<file path="config.mk">
export PLATFORM = sky130hd
export DESIGN_NAME = load_store_unit
export DESIGN_NICKNAME = d
export VERILOG_FILES = /design/src/rtl/lsu_pkg.sv /design/src/rtl/lsu_lane_align.sv /design/src/rtl/load_store_unit.sv
export SDC_FILE = /design/constraint.sdc
export NUM_CORES = 1
export LEC_CHECK = 0
export BUFFER_PORTS_ARGS = -buffer_cell sky130_fd_sc_hd__buf_2
export CORE_MARGIN = 1.5
export CORE_UTILIZATION = 50
export DETAILED_ROUTE_END_ITERATION = 12
export MAX_ROUTING_LAYER = met4
export PLACE_DENSITY_LB_ADDON = 0.1
export SYNTH_ARGS = -nofsm -noshare
export SYNTH_HDL_FRONTEND = slang
export SYNTH_SLANG_ARGS = --single-unit
</file>
<file path="constraint.sdc">
create_clock -name Clk -period 4.85 [get_ports Clk]
set_input_delay 0.7275 -clock Clk [delete_from_list [all_inputs] [get_ports Clk]]
set_output_delay 0.7275 -clock Clk [all_outputs]
set_load 0.01 [all_outputs]
</file>
<file path="src/rtl/lsu_pkg.sv">
// Shared types and constants for the load/store unit.
package lsu_pkg;

    // Width of one byte lane; halfword lanes are two of these.
    localparam int LANE_W = 8;
    localparam int HALF_W = 2 * LANE_W;

    // Access size encodings; 2'b11 is reserved and always faults.
    localparam logic [1:0] SIZE_B = 2'b00;
    localparam logic [1:0] SIZE_H = 2'b01;
    localparam logic [1:0] SIZE_W = 2'b10;

    typedef enum logic [1:0] {
        ST_IDLE,
        ST_LOAD,
        ST_MERGE,
        ST_WRITE
    } lsu_state_t;

endpackage

</file>
<file path="src/rtl/lsu_lane_align.sv">
// Combinational lane handling: extracts and extends a load lane from a memory
// word, and merges store data into the addressed lane of a memory word.
module lsu_lane_align
    import lsu_pkg::*;
(
    input  logic [31:0] i_rdata,
    input  logic [1:0]  i_off,
    input  logic [1:0]  i_size,
    input  logic        i_signed,
    input  logic [31:0] i_wdata,
    output logic [31:0] o_load,
    output logic [31:0] o_merge
);

    logic [LANE_W-1:0] w_byte;
    logic [HALF_W-1:0] w_half;

    // Halfword accesses are aligned, so only i_off[1] selects the half.
    assign w_byte = i_rdata[int'(i_off) * LANE_W +: LANE_W];
    assign w_half = i_rdata[int'(i_off[1]) * HALF_W +: HALF_W];

    // Load path: pick the lane and sign- or zero-extend it; words pass through.
    always_comb begin
        o_load = i_rdata;
        case (i_size)
            SIZE_B:  o_load = {{(32 - LANE_W){i_signed & w_byte[LANE_W-1]}}, w_byte};
            SIZE_H:  o_load = {{(32 - HALF_W){i_signed & w_half[HALF_W-1]}}, w_half};
            default: o_load = i_rdata;
        endcase
    end

    // Store path: overwrite only the addressed lane of the current memory word.
    always_comb begin
        o_merge = i_rdata;
        case (i_size)
            SIZE_B:  o_merge[int'(i_off) * LANE_W +: LANE_W]    = i_wdata[LANE_W-1:0];
            SIZE_H:  o_merge[int'(i_off[1]) * HALF_W +: HALF_W] = i_wdata[HALF_W-1:0];
            default: o_merge = i_wdata;
        endcase
    end

endmodule

</file>
<file path="src/rtl/load_store_unit.sv">
// Memory-access stage: byte/halfword/word loads and stores against a
// word-wide memory, with read-modify-write for sub-word stores and fault
// detection for misaligned, reserved-size and out-of-range accesses.
//
// state    | meaning
// ---------+-----------------------------------------------------------
// ST_IDLE  | ready; accepts a request, faults respond from here
// ST_LOAD  | memory word on Mem_R_Data, lane extracted into Resp_RData
// ST_MERGE | memory word read, store lane merged into r_data
// ST_WRITE | Mem_W_En high, r_data written to memory this cycle
module load_store_unit
    import lsu_pkg::*;
#(
    parameter int MEM_WORDS   = 64,
    parameter bit CHECK_RANGE = 1
) (
    input  logic        Clk,
    input  logic        Reset,
    input  logic        Req_Valid,
    output logic        Req_Ready,
    input  logic        Req_Write,
    input  logic [1:0]  Req_Size,
    input  logic        Req_Signed,
    input  logic [31:0] Req_Addr,
    input  logic [31:0] Req_WData,
    output logic        Resp_Valid,
    output logic [31:0] Resp_RData,
    output logic        Resp_Fault,
    output logic [31:0] Mem_Addr,
    output logic        Mem_W_En,
    output logic [31:0] Mem_W_Data,
    input  logic [31:0] Mem_R_Data
);

    // 33 bits so a memory filling the whole 32-bit space still compares correctly.
    localparam logic [32:0] ADDR_LIMIT = 33'(MEM_WORDS) * 33'd4;

    lsu_state_t  r_state, w_next;
    logic [31:0] r_addr;
    logic [31:0] r_data;
    logic [1:0]  r_size;
    logic        r_signed;
    logic        r_resp_valid;
    logic        r_resp_fault;
    logic [31:0] r_resp_rdata;
    logic        w_accept;
    logic        w_fault;
    logic [31:0] w_load;
    logic [31:0] w_merge;

    assign Req_Ready  = (r_state == ST_IDLE);
    assign w_accept   = Req_Valid & Req_Ready;
    assign Mem_Addr   = {r_addr[31:2], 2'b00};
    assign Mem_W_En   = (r_state == ST_WRITE);
    assign Mem_W_Data = (r_state == ST_WRITE) ? r_data : 32'h0;
    assign Resp_Valid = r_resp_valid;
    assign Resp_Fault = r_resp_fault;
    assign Resp_RData = r_resp_rdata;

    lsu_lane_align u_align (
        .i_rdata  (Mem_R_Data),
        .i_off    (r_addr[1:0]),
        .i_size   (r_size),
        .i_signed (r_signed),
        .i_wdata  (r_data),
        .o_load   (w_load),
        .o_merge  (w_merge)
    );

    // Classify the incoming request: alignment, reserved size, address range.
    always_comb begin
        w_fault = 1'b0;
        case (Req_Size)
            SIZE_B:  w_fault = 1'b0;
            SIZE_H:  w_fault = Req_Addr[0];
            SIZE_W:  w_fault = |Req_Addr[1:0];
            default: w_fault = 1'b1;
        endcase
        if (CHECK_RANGE && ({1'b0, Req_Addr} >= ADDR_LIMIT)) begin
            w_fault = 1'b1;
        end
    end

    // Next-state selection.
    always_comb begin
        w_next = r_state;
        case (r_state)
            ST_IDLE: begin
                if (w_accept && !w_fault) begin
                    if (!Req_Write)              w_next = ST_LOAD;
                    else if (Req_Size == SIZE_W) w_next = ST_WRITE;
                    else                         w_next = ST_MERGE;
                end
            end
            ST_LOAD:  w_next = ST_IDLE;
            ST_MERGE: w_next = ST_WRITE;
            ST_WRITE: w_next = ST_IDLE;
            default:  w_next = ST_IDLE;
        endcase
    end

    // State register; reset drops any in-flight access.
    always_ff @(posedge Clk or posedge Reset) begin
        if (Reset) r_state <= ST_IDLE;
        else       r_state <= w_next;
    end

    // Request latch, store data path and response registers.
    always_ff @(posedge Clk or posedge Reset) begin
        if (Reset) begin
            r_addr       <= 32'h0;
            r_data       <= 32'h0;
            r_size       <= SIZE_B;
            r_signed     <= 1'b0;
            r_resp_valid <= 1'b0;
            r_resp_fault <= 1'b0;
            r_resp_rdata <= 32'h0;
        end else begin
            r_resp_valid <= 1'b0;
            r_resp_fault <= 1'b0;
            r_resp_rdata <= 32'h0;
            case (r_state)
                ST_IDLE: begin
                    if (w_accept) begin
                        r_addr   <= Req_Addr;
                        r_data   <= Req_WData;
                        r_size   <= Req_Size;
                        r_signed <= Req_Signed;
                        if (w_fault) begin
                            r_resp_valid <= 1'b1;
                            r_resp_fault <= 1'b1;
                        end
                    end
                end
                ST_LOAD: begin
                    r_resp_rdata <= w_load;
                    r_resp_valid <= 1'b1;
                end
                ST_MERGE: r_data       <= w_merge;
                ST_WRITE: r_resp_valid <= 1'b1;
                default:  r_resp_valid <= 1'b0;
            endcase
        end
    end

endmodule

</file>
==> metrics.txt, run 1 <==
Seq/Total Area, Yosys 46.0%; Critical Path RT 5.16 ns; Initial Util 51.5%; R2R Setup Slk 1.68 ns; Vias 5150; area of the multi-input gates 2580 um^2; Lkg Pwr 0.00361 uW; DIE AREA 11900 um^2; clock sink count 103; initial antenna violation count 0; DRT Pass-1 Iters 5; grt total ovfl 0; Synth cell types 51; Synth Instances 616; Post-synth ARST share 100%; crit path max fanout 40; Post-DRT Antenna Nets 0; setup ws final 1.68 ns; Cell Area, Synth 5610 um^2; DR iter-0 viols 403; die width 109 um; Final GP Congestion 0.938; RSZ-0062 raised after global routing false; Remaining DRCs 0; Clock Tree Root clkbuf_8; global-route wire length before repair 25200 um; #FFs+latches synth 103; f_max 0.316 GHz; FILL cells 964; final period utilization 65.3%; Setup crit end kind flip-flop; count leader, synth nand2_1; post-route cell area 6650 um^2; arrival time worst endpoint 3.47 ns; outcome finished, final reports clean; Slew headroom 28.8%; Core Footprint 10900 um^2; vias in the first global route 4683; FP Rows 38; share of cells above drive strength 1 33.0%; Finished Core Util 61.1%; Post-CTS Setup Inserts 0; maxcap violations 0; drt via density 5.68; Avg Inst Size Synth 9.11 um^2; min-delay src r_addr[9]; top cells by area, synth dfrtp_1 (46%), nand2_1 (10%), buf_4 (4.3%); n_diodes 0; register area 2580 um^2; Syn-to-layout area delta 18.6%; worst r2r dst Resp_RData[30]; most frequent cells after synthesis nand2_1 (156), dfrtp_1 (103), nor2_1 (43), and3_1 (33), buf_4 (32); total negative slack 0 ns; TritonCTS clock tree done; reg2reg path depth 4; critical path type flip-flop to flip-flop; Fin. Hold Viols 0; pin count of the biggest net entering global routing 62; latest clock arrival within the worst-skew pair 0.38 ns; Synth warnings 0; CP startpoint kind flip-flop; Post-synth EDFFs 0; nets 870; detailed placer's ending HPWL 12200 um; Final Max Slew Viols 0; worst vdd ir 164 uV; Hold Path Class flip-flop to flip-flop; Final min period 3.17 ns; crit path launch r_state[0]; placed instance area 6410 um^2; dominant cell type by area after synthesis dfrtp_1; Synth top area share 46.0%; H-Tree Level Count 3; GRT Overall Usage 29.3%; Most used DFF post-synth dfrtp_1; final setup fails 0; total routed wirelength 16700 um; pwr/cell area 291 nW/um^2; CTS clk-pin slew, worst paths 0.10 ns; I/O Buffers 200; post_cts resized 0; wire length per cell 18.4 um; # hold bufs at CTS 0; pre-CTS setup slack 1.79 ns; Die Span Y 109 um; total CTS buffers 9; CP endpoint Resp_RData[30]; Critical R2R Launch r_state[0]; clk_skew 0.0100 ns; clock buffer depth 2; Ports 203; Tot Pwr 1940 uW; Worst-Margin Slew 1.06 ns
==> worst min path at each step <==
stage | end | slack (ns) | cells past startpoint
after floorplan | r_addr[10] | 0.45 | 2
after global placement | r_addr[19] | 0.45 | 2
after detailed placement | r_addr[9] | 0.46 | 2
after CTS | r_addr[9] | 0.48 | 2
after global routing | r_addr[17] | 0.50 | 2
final | r_addr[9] | 0.47 | 2
==> power by group <==
group | internal (uW) | total, uW | switching (uW) | leakage (uW)
Clock | 344 | 657 | 313 | 0.000116
Combinational | 129 | 317 | 188 | 0.00220
Sequential | 909 | 965 | 56.1 | 0.00129
==> critical path, cell delays in order (launching register included) <==
cell,delay (ns)
dfrtp_1,0.99
inv_1,0.52
nor2_1,0.95
o2111ai_4,0.45
nand2_1,0.18
==> per-stage QoR <==
stage	instances	hold slack [ns]
floorplan	617	0.447
global placement	891	0.455
detailed placement	891	0.457
CTS	907	0.483
global route	907	0.498
finish	907	0.475
==> flip-flops by register name, indices dropped and copies added (netlist names) <==
signal / cells
r_data: 32
Resp_RData: 32
r_state: 2
Resp_Fault: 1
Resp_Valid: 1
r_addr: 32
r_signed: 1
r_size: 2
==> routing by layer <==
layer,global-route usage [%],wire length [um]
met4,11.7,526
met5,-,0
met3,5.68,1480
met2,46.2,7940
met1,37.2,6720
==> cell type report <==
cell class	count	share of cell area [%]
clock buffers	9	1.86
clock inverters	7	1.79
repair buffers	206	15.7
well taps	140	2.63
inverters	8	0.489
flip-flops and latches	103	38.7
multi-input cells	434	38.8
==> placed cells by master (no fill, tap or decap), types with 9 or more instances in the layout <==
| master | instances |
|---|---|
| mux2i_1 | 16 |
| o21ai_0 | 18 |
| mux2_2 | 15 |
| a31oi_1 | 10 |
| a21oi_1 | 24 |
| nand2_1 | 156 |
| dfrtp_1 | 103 |
| a221oi_1 | 24 |
| and3_1 | 33 |
| nor3_1 | 9 |
| nor2_1 | 42 |
| clkbuf_8 | 9 |
| buf_2 | 200 |
==> kinds of logic after synthesis <==
logic type | count (synthesis) | share of synthesized area, %
buffers and inverters | 80 | 8.23
AND/OR/NAND/NOR | 269 | 21.6
adder cells (fa/ha/maj) | 5 | 1.12
multiplexers | 32 | 6.27
other | 1 | 0.0669
AO/OA/AOI/OAI | 126 | 16.8
flip-flops | 103 | 46.0
Power figures use the tool's default switching activity.
==> run 2, diff against run 1 <==
--- a/config.mk
+++ b/config.mk
@@ -5,9 +5,10 @@
 export SDC_FILE = /design/constraint.sdc
 export NUM_CORES = 1
 export LEC_CHECK = 0
+export ABC_AREA = 1
 export BUFFER_PORTS_ARGS = -buffer_cell sky130_fd_sc_hd__buf_2
 export CORE_MARGIN = 1.5
-export CORE_UTILIZATION = 50
+export CORE_UTILIZATION = 46
 export DETAILED_ROUTE_END_ITERATION = 12
 export MAX_ROUTING_LAYER = met4
 export PLACE_DENSITY_LB_ADDON = 0.1
==> constraint.sdc (replaced) <==
create_clock -name Clk -period 2.73 [get_ports Clk]
set_input_delay 0.4095 -clock Clk [delete_from_list [all_inputs] [get_ports Clk]]
set_output_delay 0.4095 -clock Clk [all_outputs]
set_load 0.01 [all_outputs]
==> run 2 against run 1 <==
Design area up 8.9%. Combinational power grew 120%. Highest routed layer unchanged. Non-clock buffer count is 10 higher. Register-to-register slack got worse by 1.1 ns. Power rose by 87%. Hold slack worse by 0.26 ns. Global-route usage fell by 0.88 points.
==> metrics.txt, run 2 <==
total routed wirelength 18200 um (+9.0%); final period utilization 79.8% (+14 points); Met3 Routed Length 1460 um (-0.88%); most frequent cells after synthesis nand2_1 (259), dfrtp_1 (103), inv_1 (99), nor2_1 (98), o21ai_0 (78); DR top layer met4; RSZ-0062 raised after global routing false; setup ws final 0.551 ns (-1.13 ns); Post-DRT Antenna Nets 0 (unchanged); global-route wire length before repair 30300 um (+20%); Ports 203 (unchanged); Critical R2R Launch r_size[1]; wire length per cell 15.2 um (-17%); FP Rows 41 (+7.9%); Vias 6065 (+18%); met2 WL 8190 um (+3.1%); Synth top area share 42.9% (-3.1 points); Slew headroom 57.9% (+29 points); Fin. Hold Viols 0 (unchanged); maxcap violations 0 (unchanged); pin count of the biggest net entering global routing 104 (+68%); CTS clk-pin slew, worst paths 0.07 ns (-0.03 ns); DR iter-0 viols 418 (+3.7%); # hold bufs at CTS 0 (unchanged); crit path max fanout 16 (-60%); Post-synth EDFFs 0 (unchanged); Final GP Congestion 0.943 (+0.59%); Cell Area, Synth 6010 um^2 (+7.2%); Final min period 2.18 ns (-0.989 ns); Synth cell types 29 (-43%); crit path launch r_size[1]; detailed placer's ending HPWL 13700 um (+12%); DRT Pass-1 Iters 5 (unchanged); vias in the first global route 6041 (+29%); TritonCTS clock tree done; latest clock arrival within the worst-skew pair 0.35 ns (-0.03 ns); count leader, synth nand2_1; Initial Util 47.5% (-4.0 points); total CTS buffers 9 (unchanged); worst vdd ir 346 uV (+110%); I/O Buffers 200 (unchanged); Post-synth ARST share 100% (unchanged); nets 1124 (+29%); Remaining DRCs 0 (unchanged); GRT Overall Usage 28.4% (-0.88 points); Final Max Slew Viols 0 (unchanged); Die Span Y 117 um (+7.7%); most common cell after layout, fill and taps aside nand2_1; Most used DFF post-synth dfrtp_1; total negative slack 0 ns (unchanged); #FFs+latches synth 103 (unchanged); pwr/cell area 500 nW/um^2 (+72%); Worst-Margin Slew 0.629 ns (-0.435 ns); clock buffer depth 2 (unchanged); Synth warnings 0 (unchanged); dominant cell type by area after synthesis dfrtp_1; outcome finished, final reports clean; die width 117 um (+7.7%); Core Footprint 12700 um^2 (+16%); f_max 0.459 GHz (+45%); share of cells above drive strength 1 24.0% (-9.0 points); most frequent cells in the layout nand2_1 (259), buf_2 (200), dfrtp_1 (103); arrival time worst endpoint 2.40 ns (-1.07 ns); Post-Route M1 WL 8130 um (+21%); pre-CTS setup slack 0.597 ns (-1.19 ns); initial antenna violation count 0 (unchanged); clk_skew 0.00848 ns (-0.00155 ns); top cells by area, synth dfrtp_1 (43%), nand2_1 (16%), o21ai_0 (6.5%); Lkg Pwr 0.00420 uW (+17%); Seq/Total Area, Yosys 42.9% (-3.1 points); DIE AREA 13800 um^2 (+16%); FILL cells 1343 (+39%); drt via density 5.09 (-10%); Post-CTS Setup Inserts 0 (unchanged); H-Tree Level Count 3 (unchanged); final setup fails 0 (unchanged); Clock Tree Root clkbuf_16; clock sink count 103 (unchanged); Hold Path Class input port to asynchronous set/reset pin; n_diodes 0 (unchanged); Synth Instances 859 (+39%); grt total ovfl 0 (unchanged); Critical Path RT 2.95 ns (-2.21 ns); post_cts resized 0 (unchanged); Setup crit end kind flip-flop; Syn-to-layout area delta 20.4%; Avg Inst Size Synth 7.00 um^2 (-23%); critical path type flip-flop to flip-flop; CP startpoint kind flip-flop
run 2: cell families (layout without fill, tap and decap cells):
family,count (synthesis),in the layout,share of synthesized area [%]
AO/OA/AOI/OAI,173,173,16.2
adder cells (fa/ha/maj),5,5,1.04
buffers and inverters,173,333,13.2
flip-flops,103,103,42.9
other,1,2,0.0623
AND/OR/NAND/NOR,404,404,26.7
run 2: cell type report:
cell class                      instances  area (um^2)  area share, %
Clock buffer                           11          253           3.49
Inverter                              102          387           5.34
Tap cell                              172          215           2.97
Sequential cell                       103         2580           35.6
Multi-Input combinational cell        584         2650           36.6
Clock inverter                          4         30.0          0.415
Timing Repair Buffer                  216         1130           15.6
run 2: report_power, final:
| part | total (uW) | switching, uW | internal (uW) |
|---|---|---|---|
| Clock | 1240 | 576 | 667 |
| Sequential | 1680 | 61.7 | 1610 |
| Combinational | 704 | 456 | 248 |
run 2: final timing paths:
| kind | end | slack [ns] | cells past startpoint |
|---|---|---|---|
| worst max-delay path | r_data[3] | 0.55 | 7 |
| worst min-delay path | r_addr[7] | 0.21 | 3 |
| worst max register to register | r_data[3] | 0.55 | 7 |
| worst min register to register | r_addr[13] | 0.48 | 2 |
| max in group asynchronous | r_data[18] | 2.09 | 3 |
| min in group Clk | r_addr[2] | 0.25 | 3 |
run 2: metal layers:
metal | track usage (%) | up-vias
li1 | - | 2990
met1 | 37.6 | 2786
met2 | 43.4 | 261
met3 | 6.08 | 28
met4 | 9.65 | 0
met5 | - | -
run 2: metrics by stage:
step	utilization, %	power [uW]	cell area, um^2	std cells	hold WS, ns
2_1_floorplan	-	2180	6020	860	0.449
3_3_place_gp	54.9	2400	6960	1177	0.458
3_5_place_dp	54.9	2400	6960	1177	0.460
4_1_cts	57.2	3640	7240	1192	0.238
5_1_grt	57.2	3810	7240	1192	0.250
6_report	57.2	3620	7240	1192	0.210
run 2: critical path: stages, from the launching register on:
cell	delay, ns
dfrtp_1	0.64
inv_2	0.08
nand2_2	0.24
inv_2	0.06
nand2_1	0.35
o21ai_4	0.17
a21oi_4	0.35
o21ai_0	0.14
==> run 3, diff against run 2 <==
==> constraint.sdc (replaced) <==
create_clock -name Clk -period 1.76 [get_ports Clk]
set_input_delay 0.264 -clock Clk [delete_from_list [all_inputs] [get_ports Clk]]
set_output_delay 0.264 -clock Clk [all_outputs]
set_load 0.01 [all_outputs]
==> run 3 against run 2 <==
Utilization increased by 1.9 points. Sequential power rose by 55%. Clock-buffer cell count rose by 2. Critical path depth rose by 1. Largest cell class unchanged. Highest routed layer unchanged.
==> metrics.txt, run 3 (synthesis gave the netlist of run 2 again) <==
Fin. Hold Viols 0 (unchanged); vias in the first global route 5784 (-4.3%); Finished Core Util 59.0% (+1.9 points); initial antenna violation count 0 (unchanged); post-route cell area 7480 um^2 (+3.3%); share of cells above drive strength 1 26.2% (+2.2 points); maxcap violations 0 (unchanged); clock buffer depth 2 (unchanged); pin count of the biggest net entering global routing 104 (unchanged); grt total ovfl 0 (unchanged); Worst-Margin Slew 0.567 ns (-0.0624 ns); pwr/cell area 764 nW/um^2 (+53%); Critical R2R Launch r_addr[1]; Clock Tree Root clkbuf_16; drt via density 5.07 (-0.30%); final period utilization 93.3% (+13 points); DR iter-0 viols 424 (+1.4%); global-route wire length before repair 29800 um (-1.9%); outcome finished, final reports clean; total CTS buffers 9 (unchanged); Die Span Y 117 um (unchanged); Syn-to-layout area delta 24.4%; Final min period 1.64 ns (-0.537 ns); arrival time worst endpoint 1.88 ns (-0.52 ns); Slew headroom 62.2% (+4.3 points); n_diodes 0 (unchanged); detailed placer's ending HPWL 13900 um (+1.6%); final setup fails 0 (unchanged); Final Max Slew Viols 0 (unchanged); RSZ-0062 raised after global routing true; worst vdd ir 567 uV (+64%); H-Tree Level Count 3 (unchanged); Ports 203 (unchanged); most common cell after layout, fill and taps aside nand2_1; GRT Overall Usage 28.2% (-0.23 points); Core Footprint 12700 um^2 (unchanged); Vias 6123 (+0.96%); f_max 0.609 GHz (+33%); Setup crit end kind flip-flop; latest clock arrival within the worst-skew pair 0.35 ns (about the same); die width 117 um (unchanged); Final GP Congestion 0.946 (+0.29%); CP startpoint kind flip-flop; wire length per cell 15.2 um (about the same); Lkg Pwr 0.00429 uW (+2.2%); total routed wirelength 18400 um (+1.2%); clock sink count 103 (unchanged); worst r2r dst r_data[20]; nets 1138 (+1.2%); TritonCTS clock tree done; critical path type flip-flop to flip-flop; Initial Util 47.5% (unchanged); DRT Pass-1 Iters 5 (unchanged); placed instance area 7100 um^2 (+2.0%); R2R Setup Slk 0.12 ns (-0.43 ns); crit path max fanout 8 (-8); # hold bufs at CTS 0 (unchanged); FP Rows 41 (unchanged); clk_skew 0.00954 ns (+0.00106 ns); I/O Buffers 200 (unchanged); DIE AREA 13800 um^2 (unchanged); Post-DRT Antenna Nets 0 (unchanged); Hold Path Class input port to asynchronous set/reset pin; Critical Path RT 2.00 ns (-0.95 ns); CTS clk-pin slew, worst paths 0.07 ns (about the same); reg2reg path depth 8 (+1); most frequent cells in the layout nand2_1 (255), buf_2 (200), dfrtp_1 (101); Remaining DRCs 0 (unchanged); total negative slack 0 ns (unchanged)
-- run 3: worst max-delay path, cell delays in order (launching register included) --
cell      delay (ns)
dfrtp_1         0.41
inv_1           0.15
ha_1            0.31
nand2_2         0.17
o21ai_0         0.09
nand2_1         0.06
nand3_1         0.08
o21bai_1        0.19
nand2_1         0.07
-- run 3: cell type report --
type	instances	area, um^2
fill	1288	5190
sequential	103	2580
inverter	102	398
timing repair buffer	230	1330
multi-input combinational	584	2660
clock inverter	3	23.8
clock buffer	13	270
tap	172	215
-- run 3: repair_timing --
action,CTS,global route
setup buffers,0,4
gates resized for setup,0,17
endpoints found under the hold margin,0,0
setup endpoints to repair,0,62
-- run 3: through the flow --
step / setup slack, ns / power [uW] / instances / hold slack [ns]
after global routing: -0.0115 / 6030 / 1207 / 0.115
after CTS: 0.0191 / 5720 / 1203 / 0.0870
final: 0.118 / 5720 / 1207 / 0.0379
after global placement: 0.0844 / 3760 / 1187 / 0.460
after floorplan: 0.0173 / 3380 / 860 / 0.374
after detailed placement: 0.0515 / 3760 / 1187 / 0.460
-- run 3: power breakdown --
part / switching, uW / internal (uW) / total (uW)
Sequential: 95.4 / 2510 / 2600
Combinational: 725 / 432 / 1160
Clock: 878 / 1080 / 1960
-- run 3: worst max-delay path by stage --
stage,startpoint,end,slack [ns]
after global placement,r_addr[0],r_data[23],0.08
after floorplan,r_addr[0],r_data[16],0.02
after detailed placement,r_addr[0],r_data[20],0.05
final,r_addr[1],r_data[20],0.12
after global routing,r_size[1],Resp_RData[26],-0.01
after CTS,r_state[1],Mem_W_Data[0],0.02
-- run 3: metal layers --
layer / vias to the layer above / global-route usage [%] / routed length (um)
li1: 3020 / - / -
met1: 2804 / 35.5 / 7660
met2: 261 / 45.7 / 8940
met3: 38 / 4.72 / 1260
met4: 0 / 10.6 / 529
met5: - / - / 0
